<file path="config.mk">
export PLATFORM = sky130hd
export DESIGN_NAME = proc_sequencer
export DESIGN_NICKNAME = d
export VERILOG_FILES = /design/src/rtl/proc_pkg.sv /design/src/rtl/regn.sv /design/src/rtl/proc_sequencer.sv
export SDC_FILE = /design/constraint.sdc
export NUM_CORES = 1
export LEC_CHECK = 0
export ABC_AREA = 1
export BUFFER_PORTS_ARGS = -buffer_cell sky130_fd_sc_hd__buf_2
export CELL_PAD_IN_SITES_DETAIL_PLACEMENT = 1
export CELL_PAD_IN_SITES_GLOBAL_PLACEMENT = 1
export CORE_MARGIN = 3
export CORE_UTILIZATION = 44
export DETAILED_ROUTE_END_ITERATION = 8
export PLACE_DENSITY_LB_ADDON = 0.1
export SETUP_SLACK_MARGIN = 0.05
export SYNTH_ARGS = -nofsm -noshare
export SYNTH_HDL_FRONTEND = slang
export SYNTH_HIERARCHICAL = 1
export SYNTH_SLANG_ARGS = --single-unit
</file>
<file path="constraint.sdc">
create_clock -name CLOCK_50 -period 2.45 [get_ports CLOCK_50]
set_input_delay 0.3675 -clock CLOCK_50 [delete_from_list [all_inputs] [get_ports CLOCK_50]]
set_output_delay 0.3675 -clock CLOCK_50 [all_outputs]
set_load 0.02 [all_outputs]
</file>
<file path="src/rtl/proc_pkg.sv">
// Shared constants and types for the proc_sequencer datapath slice:
// default datapath width, opcode values and the T0..T3 state encoding.
package proc_pkg;

  localparam int DATA_W_DEF = 16;

  localparam logic [2:0] OP_MV  = 3'b000;
  localparam logic [2:0] OP_MVI = 3'b001;
  localparam logic [2:0] OP_ADD = 3'b010;
  localparam logic [2:0] OP_SUB = 3'b011;

  typedef enum logic [1:0] {
    T0 = 2'd0,
    T1 = 2'd1,
    T2 = 2'd2,
    T3 = 2'd3
  } state_t;

  // Instruction register layout: III XXX YYY (opcode, dest Rx, source Ry).
  typedef struct packed {
    logic [2:0] op;
    logic [2:0] rx;
    logic [2:0] ry;
  } instr_t;

endpackage

</file>
<file path="src/rtl/regn.sv">
// Plain DATA_W-bit register with load enable and asynchronous active-low
// clear; used for R0..R7, A and G.
module regn
  import proc_pkg::*;
#(
  parameter int DATA_W = DATA_W_DEF
) (
  input  logic              clk,
  input  logic              rst_n,
  input  logic              en,
  input  logic [DATA_W-1:0] d,
  output logic [DATA_W-1:0] q
);

  logic [DATA_W-1:0] data_d;
  logic [DATA_W-1:0] data_q;

  always_comb begin
    data_d = en ? d : data_q;
  end

  always_ff @(posedge clk or negedge rst_n) begin
    if (!rst_n) begin
      data_q <= '0;
    end else begin
      data_q <= data_d;
    end
  end

  assign q = data_q;

endmodule

</file>
<file path="src/rtl/proc_sequencer.sv">
// Multi-cycle instruction sequencer (mv, mvi, add, optional sub) around an
// external ALU. Define PROC_SUB_EN to execute opcode 011 as subtract.
module proc_sequencer
  import proc_pkg::*;
#(
  parameter int DATA_W = DATA_W_DEF
) (
  input  logic              CLOCK_50,
  input  logic              Resetn,
  input  logic              Run,
  input  logic [DATA_W-1:0] DIN,
  input  logic [DATA_W-1:0] alu_result,
  output logic [DATA_W-1:0] alu_rx,
  output logic [DATA_W-1:0] alu_ry,
  output logic              alu_addsub,
  output logic [DATA_W-1:0] BusWires,
  output logic              Done
);

  state_t            state_q, state_d;
  instr_t            ir_q, ir_d;

  logic [7:0]        r_en;
  logic              a_en;
  logic              g_en;
  logic [DATA_W-1:0] r_q [8];
  logic [DATA_W-1:0] a_q;
  logic [DATA_W-1:0] g_q;
  logic [DATA_W-1:0] bus_val;
  logic              done_val;
  logic              addsub_val;
  logic              sub_op;
  logic              arith_op;

`ifdef PROC_SUB_EN
  assign sub_op = (ir_q.op == OP_SUB);
`else
  assign sub_op = 1'b0;
`endif

  assign arith_op = (ir_q.op == OP_ADD) || sub_op;

  // Control decode: next state, IR capture, bus source and write enables.
  always_comb begin
    state_d    = state_q;
    ir_d       = ir_q;
    bus_val    = '0;
    r_en       = '0;
    a_en       = 1'b0;
    g_en       = 1'b0;
    done_val   = 1'b0;
    addsub_val = 1'b0;
    unique case (state_q)
      T0: begin
        if (Run) begin
          ir_d    = instr_t'(DIN[8:0]);
          state_d = T1;
        end
      end
      T1: begin
        if (arith_op) begin
          bus_val = r_q[ir_q.rx];
          a_en    = 1'b1;
          state_d = T2;
        end else begin
          done_val = 1'b1;
          state_d  = T0;
          case (ir_q.op)
            OP_MV: begin
              bus_val        = r_q[ir_q.ry];
              r_en[ir_q.rx]  = 1'b1;
            end
            OP_MVI: begin
              bus_val        = DIN;
              r_en[ir_q.rx]  = 1'b1;
            end
            default: ;
          endcase
        end
      end
      T2: begin
        bus_val    = r_q[ir_q.ry];
        addsub_val = sub_op;
        g_en       = 1'b1;
        state_d    = T3;
      end
      T3: begin
        bus_val       = g_q;
        r_en[ir_q.rx] = 1'b1;
        done_val      = 1'b1;
        state_d       = T0;
      end
      default: state_d = T0;
    endcase
  end

  always_ff @(posedge CLOCK_50 or negedge Resetn) begin
    if (!Resetn) begin
      state_q <= T0;
      ir_q    <= '0;
    end else begin
      state_q <= state_d;
      ir_q    <= ir_d;
    end
  end

  for (genvar i = 0; i < 8; i++) begin : g_r
    regn #(.DATA_W(DATA_W)) u_r (
      .clk   (CLOCK_50),
      .rst_n (Resetn),
      .en    (r_en[i]),
      .d     (bus_val),
      .q     (r_q[i])
    );
  end

  regn #(.DATA_W(DATA_W)) u_a (
    .clk   (CLOCK_50),
    .rst_n (Resetn),
    .en    (a_en),
    .d     (bus_val),
    .q     (a_q)
  );

  // G captures the external ALU output, only during T2.
  regn #(.DATA_W(DATA_W)) u_g (
    .clk   (CLOCK_50),
    .rst_n (Resetn),
    .en    (g_en),
    .d     (alu_result),
    .q     (g_q)
  );

  assign BusWires   = bus_val;
  assign Done       = done_val;
  assign alu_addsub = addsub_val;
  assign alu_rx     = a_q;
  assign alu_ry     = bus_val;

endmodule
</file>
### Yosys cells after proc, flatten, opt, wreduce, memory -nomap -nowiden

Cells that the tools add are included.

| word-level totals | value |
|---|---|
| bits in registers | 171 |
| input bits | 35 |
| logic and storage cells | 53 |

| cells by class | value |
|---|---|
| $lt $le $gt $ge | 4 |
| equal/unequal tests | 6 |
| muxes and demuxes | 22 |
| bitwise gates (word level) | 2 |
| reductions and logical operators | 5 |

Operator list:

| kind | number |
|---|---|
| $bmux W16 S3 | 2 |
| $mux W16 | 5 |
| $pmux W16 S3 | 1 |
| $pmux W16 S2 | 1 |
| $mux W8 | 2 |
| $pmux W8 S2 | 1 |
| $ge A4 B4 Y1 const B | 2 |
| $not A3 Y4 | 2 |
| $pmux W2 S4 | 1 |
| $mux W1 | 5 |
| $eq A2 B2 Y1 const B | 2 |
| $lt A3 B4 Y1 const B | 1 |
| $mux W2 | 2 |
| $demux W1 S3 | 1 |
| $eq A3 B1 Y1 const B | 1 |
| $eq A3 B2 Y1 const B | 1 |
| $ge A3 B1 Y1 const B | 1 |
| $logic_not A3 Y1 | 1 |
| $eq A2 B1 Y1 const B | 1 |
| $logic_not A2 Y1 | 1 |
| $ne A2 B2 Y1 const B | 1 |
| $pmux W1 S2 | 1 |
| $reduce_and A2 Y1 | 1 |
| $reduce_or A2 Y1 | 1 |
| $logic_and A1 B1 Y1 | 1 |

### Logic depth before layout (Yosys ltp)

Gate-level depths: netlist of the first run.

| logic depth | value |
|---|---|
| depth in word-level cells | 7 |
| mapped depth | 11 |

### Hierarchy

The synthesis of the first run kept the hierarchy.

Modules (own cells, without submodules):

| module | times used | cells each | area an instance (µm²) | sequential area each (µm²) |
|---|---|---|---|---|
| regn | 10 | 68 | 644.4 | 400.4 |
| proc_sequencer | 1 | 668 | 3372.0 | 275.3 |

### Worst setup path after synthesis of the first run

Ideal clock, no wire load.

| path | value |
|---|---|
| path kind | register to output |
| start | register ir_q[8] (netlist name) |
| end | output port alu_ry[14] |
| arrival time | 1.772 ns |
| data required time | 2.082 ns |
| path slack | 0.311 ns |
| stages on the path, launching flop included | 9 |
| buffers on the path | 2 |
| cell sequence | dfrtp_1 -> inv_1 -> nand3_2 -> nand2_1 -> buf_6 -> nor2_1 -> a21oi_1 -> nand3_1 -> buf_4 |

| on the way | value |
|---|---|
| longest elaborated chain between the ends | 4 |
| elaborated cells between the ends (all ways) | 6 |

RTL lines:

| what | line | source |
|---|---|---|
| start, declared | proc_sequencer.sv:21 | `instr_t ir_q, ir_d;` |
| start signal, assigned | proc_sequencer.sv:103 | `ir_q <= ir_d;` |
| $eq A3 B1 Y1 or $logic_not A3 Y1 (tied branches) | proc_sequencer.sv:68 | `case (ir_q.op)` |
| $pmux W16 S2 | proc_sequencer.sv:68 |  |
| $mux W16 (*) | proc_sequencer.sv:61 | `if (arith_op) begin` |
| $pmux W16 S3 (*) | proc_sequencer.sv:53 | `unique case (state_q)` |
| end, declared | proc_sequencer.sv:14 | `output logic [DATA_W-1:0] alu_ry,` |

Mark *: on every way between the ends. The rest lies on a longest branch, timed or not.

### Final worst setup path of the first run

| path | value |
|---|---|
| start | register ir_q[0] (netlist name) |
| end | output port BusWires[4] |

| on the way | value |
|---|---|
| longest elaborated chain between the ends | 7 |

RTL lines:

| what | line | source |
|---|---|---|
| $not A3 Y4 (implied by the code) (*) | proc_sequencer.sv:70, proc_sequencer.sv:82 |  |
| $bmux W16 S3 (*) | proc_sequencer.sv:70, proc_sequencer.sv:82 |  |
| $mux W16 (implied by the code) (*) (2 in a row) | proc_sequencer.sv:70, proc_sequencer.sv:82 |  |
| $pmux W16 S2 | proc_sequencer.sv:68 |  |
| $mux W16 | proc_sequencer.sv:61 |  |
| $pmux W16 S3 (*) | proc_sequencer.sv:53 |  |
| end, declared | proc_sequencer.sv:16 | `output logic [DATA_W-1:0] BusWires,` |

Mark *: on every way between the ends. The rest lies on a longest branch, timed or not. The select of a mux whose other input is x is not followed.

==> out/results.ini, run 1 <==
[detailed_routing]
via_per_inst=5.60
drtPass1Iterations=5
post-route-drc-count=0
vias=9900
drt_iter0_drc=961
wl_um=38600
detail-route-antenna-nets=0
wl_per_cell_um=21.8

[placement]
io_buffers=83
gp_congestion=0.868
hpwl_um=24000

[worst_setup_path]
path_class=reg -> out
cp-start-kind=register
critPathMostFrequentCell=nand2_1
slowest_stage=dfrtp_2
cpPeakStageDelay_ps=510
path_buf_inv=2
critPathCaptureType=primary output
critPathTopFamily=simple AND/OR/NAND/NOR gates
crit_arrival_ps=2150
path_max_fanout=9
critPathRequiredTime_ps=2080
path_cells=clkbuf_16, o21ai_0, nand2_1, nand3_2, nand3_1, nand2_1, nand2_1, nand2_4, buf_4

[sta]
worst_slack_ps=-71.1
slew_headroom_pct=52.2
min_period_over_period_pct=103
tns_ps=-147
fin_worst_skew_ps=13.9
worstMarginPinSlew_ps=715
finalHoldViolCount=0
clock.fmax_ghz=0.397
finalSetupViolations=4
period_needed_ps=2520
drv_slew=0
rsz0062_at_grt=true

[floorplanning]
coreArea_sq_mm=0.0219
io_pins=85
dieArea_sq_mm=0.0241
die_w_um=155
initial_core_util_pct=44.8
die_h_um=155
fp-row-count=54

[cells_and_area]
mostFrequentLayoutCells=nand2_1, dfrtp_1, buf_4
layout.cells.most_common=nand2_1
n_antenna_cell=0
drive_gt1_share_pct=25.2
synthToLayoutAreaGrowth_pct=23.2
final_nets=1511

[power]
ir_drop_uv=699
power_density_mw_per_mm2=1480
power_w=0.0179
power_leakage_nw=6.10

[logic_synthesis]
ys_seq_elements=171
ys_types=28
synth_fp_nets=1383
netlist_area_sq_mm=0.00982
yosysSeqAreaShare_pct=43.6
avgSynthCellArea_sq_um=7.28
synth_cells=1348
yosysWarnings=6

[run_status]
status=finished with violations
violations=setup timing

[clocking]
cts_buffer_depth=2
clock_sinks=171
cts_tree=built
path_clk_slew_ps=80
clock_latency_ps=440
root_buffer=clkbuf_16
cts_buffers=17
cts_max_level=4

[worst_hold_path]
hp-class=in -> reg

[grt]
grt_max_degree=63
groute.usage.overall_pct=30.9
grt_pass1_vias=9801
gr-total-overflow=0
grt_first_pass_wirelength_um=57300
antenna_found_initial=0

[job]
drv_cap=0

## cell usage after synthesis (all sizes together)
master	number	area [sq um]
nand2	655	2580
dfrtp	171	4280
nor2	100	417
nand3	92	465
buf	78	728
o21ai	78	402
inv	68	305
o211ai	45	338
a21oi	41	205
clkbuf	15	57.6
clkinv	2	7.51
a21boi	1	7.51
conb	1	3.75
nor3	1	16.3
## power by group
part           total, W  internal (W)  switching [W]
sequential      0.00528       0.00412        0.00116
clock           0.00298       0.00166        0.00132
combinational   0.00961       0.00364        0.00597
## routing by layer
layer  track usage (%)  routed length (um)
met1              45.0               17400
met2              48.1               17400
met3              4.42                2730
met4              9.05                1050
met5                 0                   0
## worst register-to-register path: cells and delay by family, from the launching register on
family,cells,cell delay (ps)
AO/OA/AOI/OAI,2,230
AND/OR/NAND/NOR,6,560
buffers and inverters,4,680
flip-flops,1,510
## per-stage QoR
| step | worst slack [ps] | hold slack (ps) | area (sq um) | cells | util, % |
|---|---|---|---|---|---|
| after floorplan | 311 | 71.9 | 9820 | 1348 | - |
| after global placement | 211 | 413 | 10500 | 1695 | 48.0 |
| after detailed placement | 160 | 407 | 10500 | 1695 | 48.0 |
| after CTS | 5.04 | 116 | 11600 | 1752 | 53.0 |
| after global routing | -110 | 122 | 12100 | 1769 | 55.3 |
| final | -71.1 | 129 | 12100 | 1769 | 55.3 |
## what timing repair did
action                                 CTS  global route
setup endpoints to repair               32            32
gates cloned                             5             5
endpoints found under the hold margin   57             0
setup buffers                           19            12
resized for setup                       76           117
pin swaps                               13            33
hold buffers                             1             0
## cell type report
cell class	count	area [sq um]
fill	2738	9790
multi-input combinational	1015	4690
sequential	171	4290
timing repair buffer	201	1800
clock buffer	18	429
tap	280	350
inverter	70	338
clock inverter	14	196
## kinds of logic after synthesis
family | share of synthesized area [%]
AO/OA/AOI/OAI | 9.70
other | 0.0382
buffers and inverters | 11.2
flip-flops | 43.6
AND/OR/NAND/NOR | 35.5
## path summary, 6_finish.rpt
path | endpoint | cells past startpoint | slack, ps | from
worst max register to register | g_r[5].u_r/q[14] | 12 | 370 | ir_q[0]
worst min-delay path | u_g/q[13] | 3 | 130 | alu_result[13]
worst min register to register | u_a/q[2] | 2 | 480 | u_a/q[2]
max in group asynchronous | u_g/q[3] | 3 | 1140 | Resetn
worst max-delay path | BusWires[4] | 9 | -70 | ir_q[0]
min in group asynchronous | u_g/q[2] | 2 | 480 | Resetn
## flip-flops by register name (all words and copies together), names as in the netlist, named ones only
signal / cells
g_r.u_r/q: 128
u_g/q: 16
ir_q: 9
state_q: 1
u_a/q: 16
No activity file was read; power rests on OpenSTA's default activity.
==> inputs of run 2 (changes only) <==
Settings changed: CORE_UTILIZATION 44 to 43, PLACE_DENSITY set to 0.8, PLACE_DENSITY_LB_ADDON 0.1 to not set, SYNTH_HIERARCHICAL 1 to not set.
==> out/results.ini, run 2 <==
[floorplanning]
initial_core_util_pct=44.2  ; -0.63 points
fp-row-count=54  ; unchanged
die_h_um=156  ; +0.72%
die_w_um=156  ; +0.72%
coreArea_sq_mm=0.0220  ; +0.62%
dieArea_sq_mm=0.0245  ; +1.4%
io_pins=85  ; unchanged

[logic_synthesis]
synth_top_area_share_pct=43.9  ; +0.35 points
ys_types=24  ; -14%
yosysWarnings=0  ; -6
synth_cells=1432  ; +6.2%
ys_seq_elements=171  ; unchanged
yosysMostFrequentCell=nand2_1
ys.flop_type=dfrtp_1
synthArstFlopShare_pct=100  ; unchanged
synth_commonest_cells=nand2_1, dfrtp_1, nand3_1
netlist_area_sq_mm=0.00974  ; -0.80%
yosysSeqAreaShare_pct=43.9  ; +0.35 points
avgSynthCellArea_sq_um=6.80  ; -6.6%
synth_edf_count=0  ; unchanged
synth.area.top_cells=dfrtp_1, nand2_1, nand3_1, inv_1, nor2_1
synth_fp_nets=1467  ; +6.1%
synth.largest_area_cell=dfrtp_1

[worst_hold_path]
hp-class=in -> reg
hold_depth=2  ; -1
min_from=alu_result[14]

[cells_and_area]
final_nets=1604  ; +6.2%
final_core_util_pct=57.2  ; +1.9 points
multi_input_area_sq_mm=0.00489  ; +4.4%
largest_reg_flops=128  ; unchanged
synthToLayoutAreaGrowth_pct=29.3
fill_cells=2804  ; +2.4%
layout.cells.most_common=nand2_1
mostFrequentLayoutCells=nand2_1, dfrtp_1, nand3_1
regArea_sq_mm=0.00429  ; about the same
drive_gt1_share_pct=22.7  ; -2.5 points

[power]
power_w=0.0194  ; +8.7%
pwr-share-comb_pct=59.6  ; +5.8 points
power.share.clock_pct=15.7  ; -1.0 points
power_density_mw_per_mm2=1540  ; +4.4%
ir_drop_uv=682  ; -2.4%
p_int_w=0.00988  ; +4.9%
power_frac_seq_pct=24.8  ; -4.7 points
power_leakage_nw=6.92  ; +13%
sw_frac_of_total_pct=49.1  ; +1.9 points
p_sw_w=0.00954  ; +13%

[worst_setup_path]
critPathCaptureType=primary output
path_cells=buf_4, nand3_1, buf_4, nor2_1, a21boi_2, buf_4, nand3_4, buf_6
crit_start=ir_q[6]
critPathMostFrequentCell=buf_4
slowest_stage=dfrtp_1
crit_arrival_ps=2230  ; +80 ps
reg2reg_depth=7  ; -5
critPathRequiredTime_ps=2080  ; about the same
path_class=reg -> out
cpPeakStageDelay_ps=420  ; -90 ps
cp-start-kind=register
reg2reg_from=ir_q[3]
path_max_fanout=11  ; +2

[placement]
dpl_worst_slack_ps=146  ; -14.3 ps
io_buffers=83  ; unchanged
hpwl_um=23500  ; -2.0%
gp_congestion=0.829  ; -4.5%

[sta]
period_needed_ps=2590  ; +71.8 ps
drv_slew=0  ; unchanged
finalSetupViolations=18  ; +14
rsz0062_at_grt=true
worstMarginPinSlew_ps=733  ; +17.9 ps
finalHoldViolCount=0  ; unchanged
min_period_over_period_pct=106  ; +2.9 points
clock.fmax_ghz=0.386  ; -2.8%
slew_headroom_pct=51.0  ; -1.2 points
fin_worst_skew_ps=11.7  ; -2.21 ps
worst_slack_ps=-143  ; -71.8 ps
whs_ps=143  ; +13.9 ps

[clocking]
cts_buffers=17  ; unchanged
path_clk_slew_ps=80  ; about the same
cts_max_level=4  ; unchanged
root_buffer=clkbuf_16
clock_sinks=171  ; unchanged
cts_tree=built
clock_latency_ps=450  ; about the same
cts_buffer_depth=2  ; unchanged

[detailed_routing]
drtPass1Iterations=5  ; unchanged
detail-route-antenna-nets=0  ; unchanged
wl_um=48500  ; +26%
vias=11147  ; +13%
via_per_inst=5.98  ; +6.9%
wl_per_cell_um=26.0  ; +19%
post-route-drc-count=0  ; unchanged
drt_iter0_drc=1140  ; +19%

[grt]
gr-total-overflow=0  ; unchanged
grt_max_degree=79  ; +25%
antenna_found_initial=1  ; +1
grt_first_pass_wirelength_um=59600  ; +4.0%
groute.usage.overall_pct=31.8  ; +0.90 points
grt_pass1_vias=10693  ; +9.1%

[job]
drv_cap=0  ; unchanged

[run_status]
violations=setup timing
status=finished with violations

run 2: cell count changes after synthesis, moves of 38 or more:
cell / delta
nand2_1: +98
a21oi_1: -38
inv_1: +67
nand3_1: +51
nand2_2: -42
o21ai_0: -43
run 2: cell families after synthesis:
| logic type | synth area share (%) |
|---|---|
| other cells | 0.0385 |
| simple gates | 40.9 |
| flops | 43.9 |
| compound gates | 3.70 |
| mux | 1.85 |
| buf+inv | 9.59 |
run 2: power by group through the flow:
stage | clock network (W) | registers, W | logic (W)
2_1_floorplan | 0 | 0.00460 | 0.00529
3_3_place_gp | 0 | 0.00464 | 0.00800
3_5_place_dp | 0 | 0.00467 | 0.00827
4_1_cts | 0.00300 | 0.00466 | 0.00881
5_1_grt | 0.00315 | 0.00491 | 0.0122
6_report | 0.00304 | 0.00481 | 0.0116
run 2: layout make-up:
type	count	area share, %
antenna	1	0.0199
clock buffer	19	3.60
clock inverter	13	1.42
inverter	132	4.18
multi-input combinational	1048	38.8
sequential	171	34.0
tap	280	2.78
timing repair buffer	197	15.0
timing repair inverter	2	0.119
run 2: metal layers:
layer,global-route usage (%),vias to the layer above,wire [um]
li1,-,4647,-
met1,38.9,5501,17100
met2,55.0,714,22400
met3,5.14,283,4770
met4,14.7,2,4260
met5,0,-,7
run 2: final timing paths:
kind	slack, ps	end
min in group asynchronous	470	g_r[2].u_r.q[1]
min	140	u_g.q[14]
min reg2reg	480	u_a.q[5]
max	-140	BusWires[10]
max in group asynchronous	1240	g_r[2].u_r.q[7]
max reg2reg	130	g_r[6].u_r.q[3]
run 2: through the flow:
stage | std cells | cell area (sq um) | TNS (ps)
finish | 1863 | 12600 | -948
detailed placement | 1771 | 10600 | 0
global route | 1862 | 12600 | -2290
global placement | 1771 | 10600 | 0
CTS | 1812 | 11500 | 0
floorplan | 1432 | 9740 | 0
run 2: critical path: cells and delay by family (launching register included):
kind	cells	cell delay, ps
simple gates	3	300
buf+inv	4	730
compound gates	1	310
flops	1	420
run 2: timing repair:
item / 4_1_cts / 5_1_grt
endpoints found under the hold margin: 50 / 0
endpoints found under the setup margin: 32 / 32
buffers inserted: 8 / 37
resized for setup: 66 / 133
hold buffers: 1 / 0
pin swaps: 5 / 27
gates cloned: 0 / 13
==> inputs of run 3 (changes only) <==
--- a/config.mk
+++ b/config.mk
@@ -11,7 +11,7 @@
 export CELL_PAD_IN_SITES_GLOBAL_PLACEMENT = 1
 export CORE_MARGIN = 3
-export CORE_UTILIZATION = 43
+export CORE_UTILIZATION = 35
 export DETAILED_ROUTE_END_ITERATION = 8
-export PLACE_DENSITY = 0.8
+export PLACE_DENSITY = 0.67
 export SETUP_SLACK_MARGIN = 0.05
 export SYNTH_ARGS = -nofsm -noshare
==> constraint.sdc (replaced) <==
create_clock -name CLOCK_50 -period 2.45 [get_ports CLOCK_50]
set_input_delay 0.245 -clock CLOCK_50 [delete_from_list [all_inputs] [get_ports CLOCK_50]]
set_output_delay 0.245 -clock CLOCK_50 [all_outputs]
set_load 0.02 [all_outputs]
==> out/results.ini, run 3 (synthesis gave the netlist of run 2 again) <==
[placement]
dpl_worst_slack_ps=256  ; +110 ps
hpwl_um=24600  ; +4.4%
dp_cells=1871  ; +5.6%
gp_congestion=0.857  ; +3.3%
io_buffers=83  ; unchanged

[floorplanning]
die_w_um=173  ; +10%
initial_core_util_pct=35.8  ; -8.4 points
dieArea_sq_mm=0.0299  ; +22%
die_h_um=173  ; +10%
coreArea_sq_mm=0.0272  ; +23%
fp-row-count=60  ; +11%
io_pins=85  ; unchanged

[cells_and_area]
stdcell_count=1938  ; +4.0%
layout.cells.most_common=nand2_1
multi_input_area_sq_mm=0.00465  ; -5.0%
drive_gt1_share_pct=19.4  ; -3.3 points
synthToLayoutAreaGrowth_pct=23.2
mostFrequentLayoutCells=nand2_1, dfrtp_1, nand3_1
fill_cells=3507  ; +25%
final_nets=1588  ; -1.0%
final_core_util_pct=44.1  ; -13 points
largest_reg_flops=128  ; unchanged
n_antenna_cell=0  ; -1
regArea_sq_mm=0.00429  ; unchanged

[clocking]
root_buffer=clkbuf_16
clock_latency_ps=450  ; about the same
cts_max_level=4  ; unchanged
path_clk_slew_ps=90  ; about the same
cts_buffers=17  ; unchanged
clock_sinks=171  ; unchanged
cts_buffer_depth=2  ; unchanged
cts_tree=built

[sta]
clock.fmax_ghz=0.427  ; +11%
finalHoldViolCount=0  ; unchanged
drv_slew=0  ; unchanged
period_needed_ps=2340  ; -250 ps
tns_ps=0  ; +948 ps
rsz0062_at_grt=true
worst_slack_ps=107  ; +250 ps
fin_worst_skew_ps=20.6  ; +8.84 ps
finalSetupViolations=0  ; -18
slew_headroom_pct=53.5  ; +2.5 points
worstMarginPinSlew_ps=696  ; -36.9 ps
min_period_over_period_pct=95.6  ; -10 points
whs_ps=15.4  ; -127 ps

[grt]
grt_first_pass_wirelength_um=61300  ; +2.8%
antenna_found_initial=0  ; -1
grt_pass1_vias=10195  ; -4.7%
groute.usage.overall_pct=26.7  ; -5.1 points
gr-total-overflow=0  ; unchanged
grt_max_degree=54  ; -32%

[worst_setup_path]
slowest_stage=dfrtp_1
critPathRequiredTime_ps=2200  ; +120 ps
r2r_slack_ps=380  ; +250 ps
cpPeakStageDelay_ps=400  ; -20 ps
cp-start-kind=register
reg2reg_depth=9  ; +2
r2r_end=g_r[5].u_r.q[14]
crit_arrival_ps=2100  ; -130 ps
critPathTopFamily=buffers and inverters
path_class=reg -> out
path_max_fanout=5  ; -6
path_cells=inv_2, nand3_4, nand2_4, clkinvlp_4, a21boi_1, nand3_2, buf_2
critPathCaptureType=primary output
critPathCapture=BusWires[12]
crit_start=ir_q[8]
reg2reg_from=state_q[0]
crit_cells=7  ; -1
path_buf_inv=3  ; -1

[detailed_routing]
vias=9887  ; -11%
wl_um=40100  ; -17%
drt_iter0_drc=511  ; -55%
post-route-drc-count=0  ; unchanged
drtPass1Iterations=4  ; -1
via_per_inst=5.10  ; -15%
wl_per_cell_um=20.7  ; -20%
detail-route-antenna-nets=0  ; unchanged

[power]
power_density_mw_per_mm2=1420  ; -8.2%
power_leakage_nw=6.66  ; -3.8%
ir_drop_uv=549  ; -20%

[job]
drv_cap=0  ; unchanged

[worst_hold_path]
hp-class=in -> reg

[run_status]
status=completed

==> run 3: cell types whose count changed in the layout (fill, tap and decap cells not counted), moves of 7 or more <==
cell and change:
clkbuf_16 -8, buf_2 +22, nor2_1 +11, buf_6 -24
nand3_1 +18, nand3_4 -8, nand2_1 +9, nand3_2 -10
nor2_2 -7
==> run 3: area by class of cell <==
type | count | share of cell area [%]
clock inverter | 15 | 1.71
clock buffer | 17 | 3.55
sequential | 171 | 35.7
timing repair inverter | 1 | 0.0626
multi-input combinational | 1048 | 38.7
tap | 372 | 3.88
timing repair buffer | 182 | 12.0
inverter | 132 | 4.34
==> run 3: worst min path at each step <==
stage | startpoint | to | slack (ps) | cells past startpoint
after CTS | alu_result[12] | u_g.q[12] | 4 | 2
after detailed placement | Resetn | g_r[5].u_r.q[1] | 260 | 1
after global routing | alu_result[7] | u_g.q[7] | 10 | 2
after floorplan | Resetn | async pin | -50 | 0
final | alu_result[12] | u_g.q[12] | 20 | 2
after global placement | Resetn | g_r[4].u_r.q[1] | 260 | 1
==> run 3: what timing repair did <==
item | 4_1_cts | 5_1_grt
buffers inserted | 7 | 24
resized for setup | 39 | 39
setup endpoints to repair | 32 | 32
hold buffers | 1 | 0
endpoints found under the hold margin | 49 | 0
gates cloned | 2 | 1
pin swaps | 4 | 11
==> run 3: power breakdown <==
group | internal, W | switching [W]
clock network | 0.00157 | 0.00141
logic | 0.00330 | 0.00604
registers | 0.00388 | 0.000794
total | 0.00875 | 0.00824
==> run 3: routing by layer <==
metal | GRT usage (%) | vias to the layer above | routed length (um)
met4 | 9.36 | 0 | 1350
met1 | 33.1 | 4940 | 16700
li1 | - | 4618 | -
met3 | 3.62 | 74 | 1660
met2 | 47.9 | 255 | 20400
met5 | 0 | - | 0
==> run 3: through the flow <==
stage / instance area [sq um] / power [W]
after floorplan: 9740 / 0.00989
after global placement: 10800 / 0.0129
after detailed placement: 10800 / 0.0131
after CTS: 11700 / 0.0164
after global routing: 12000 / 0.0182
final: 12000 / 0.0170
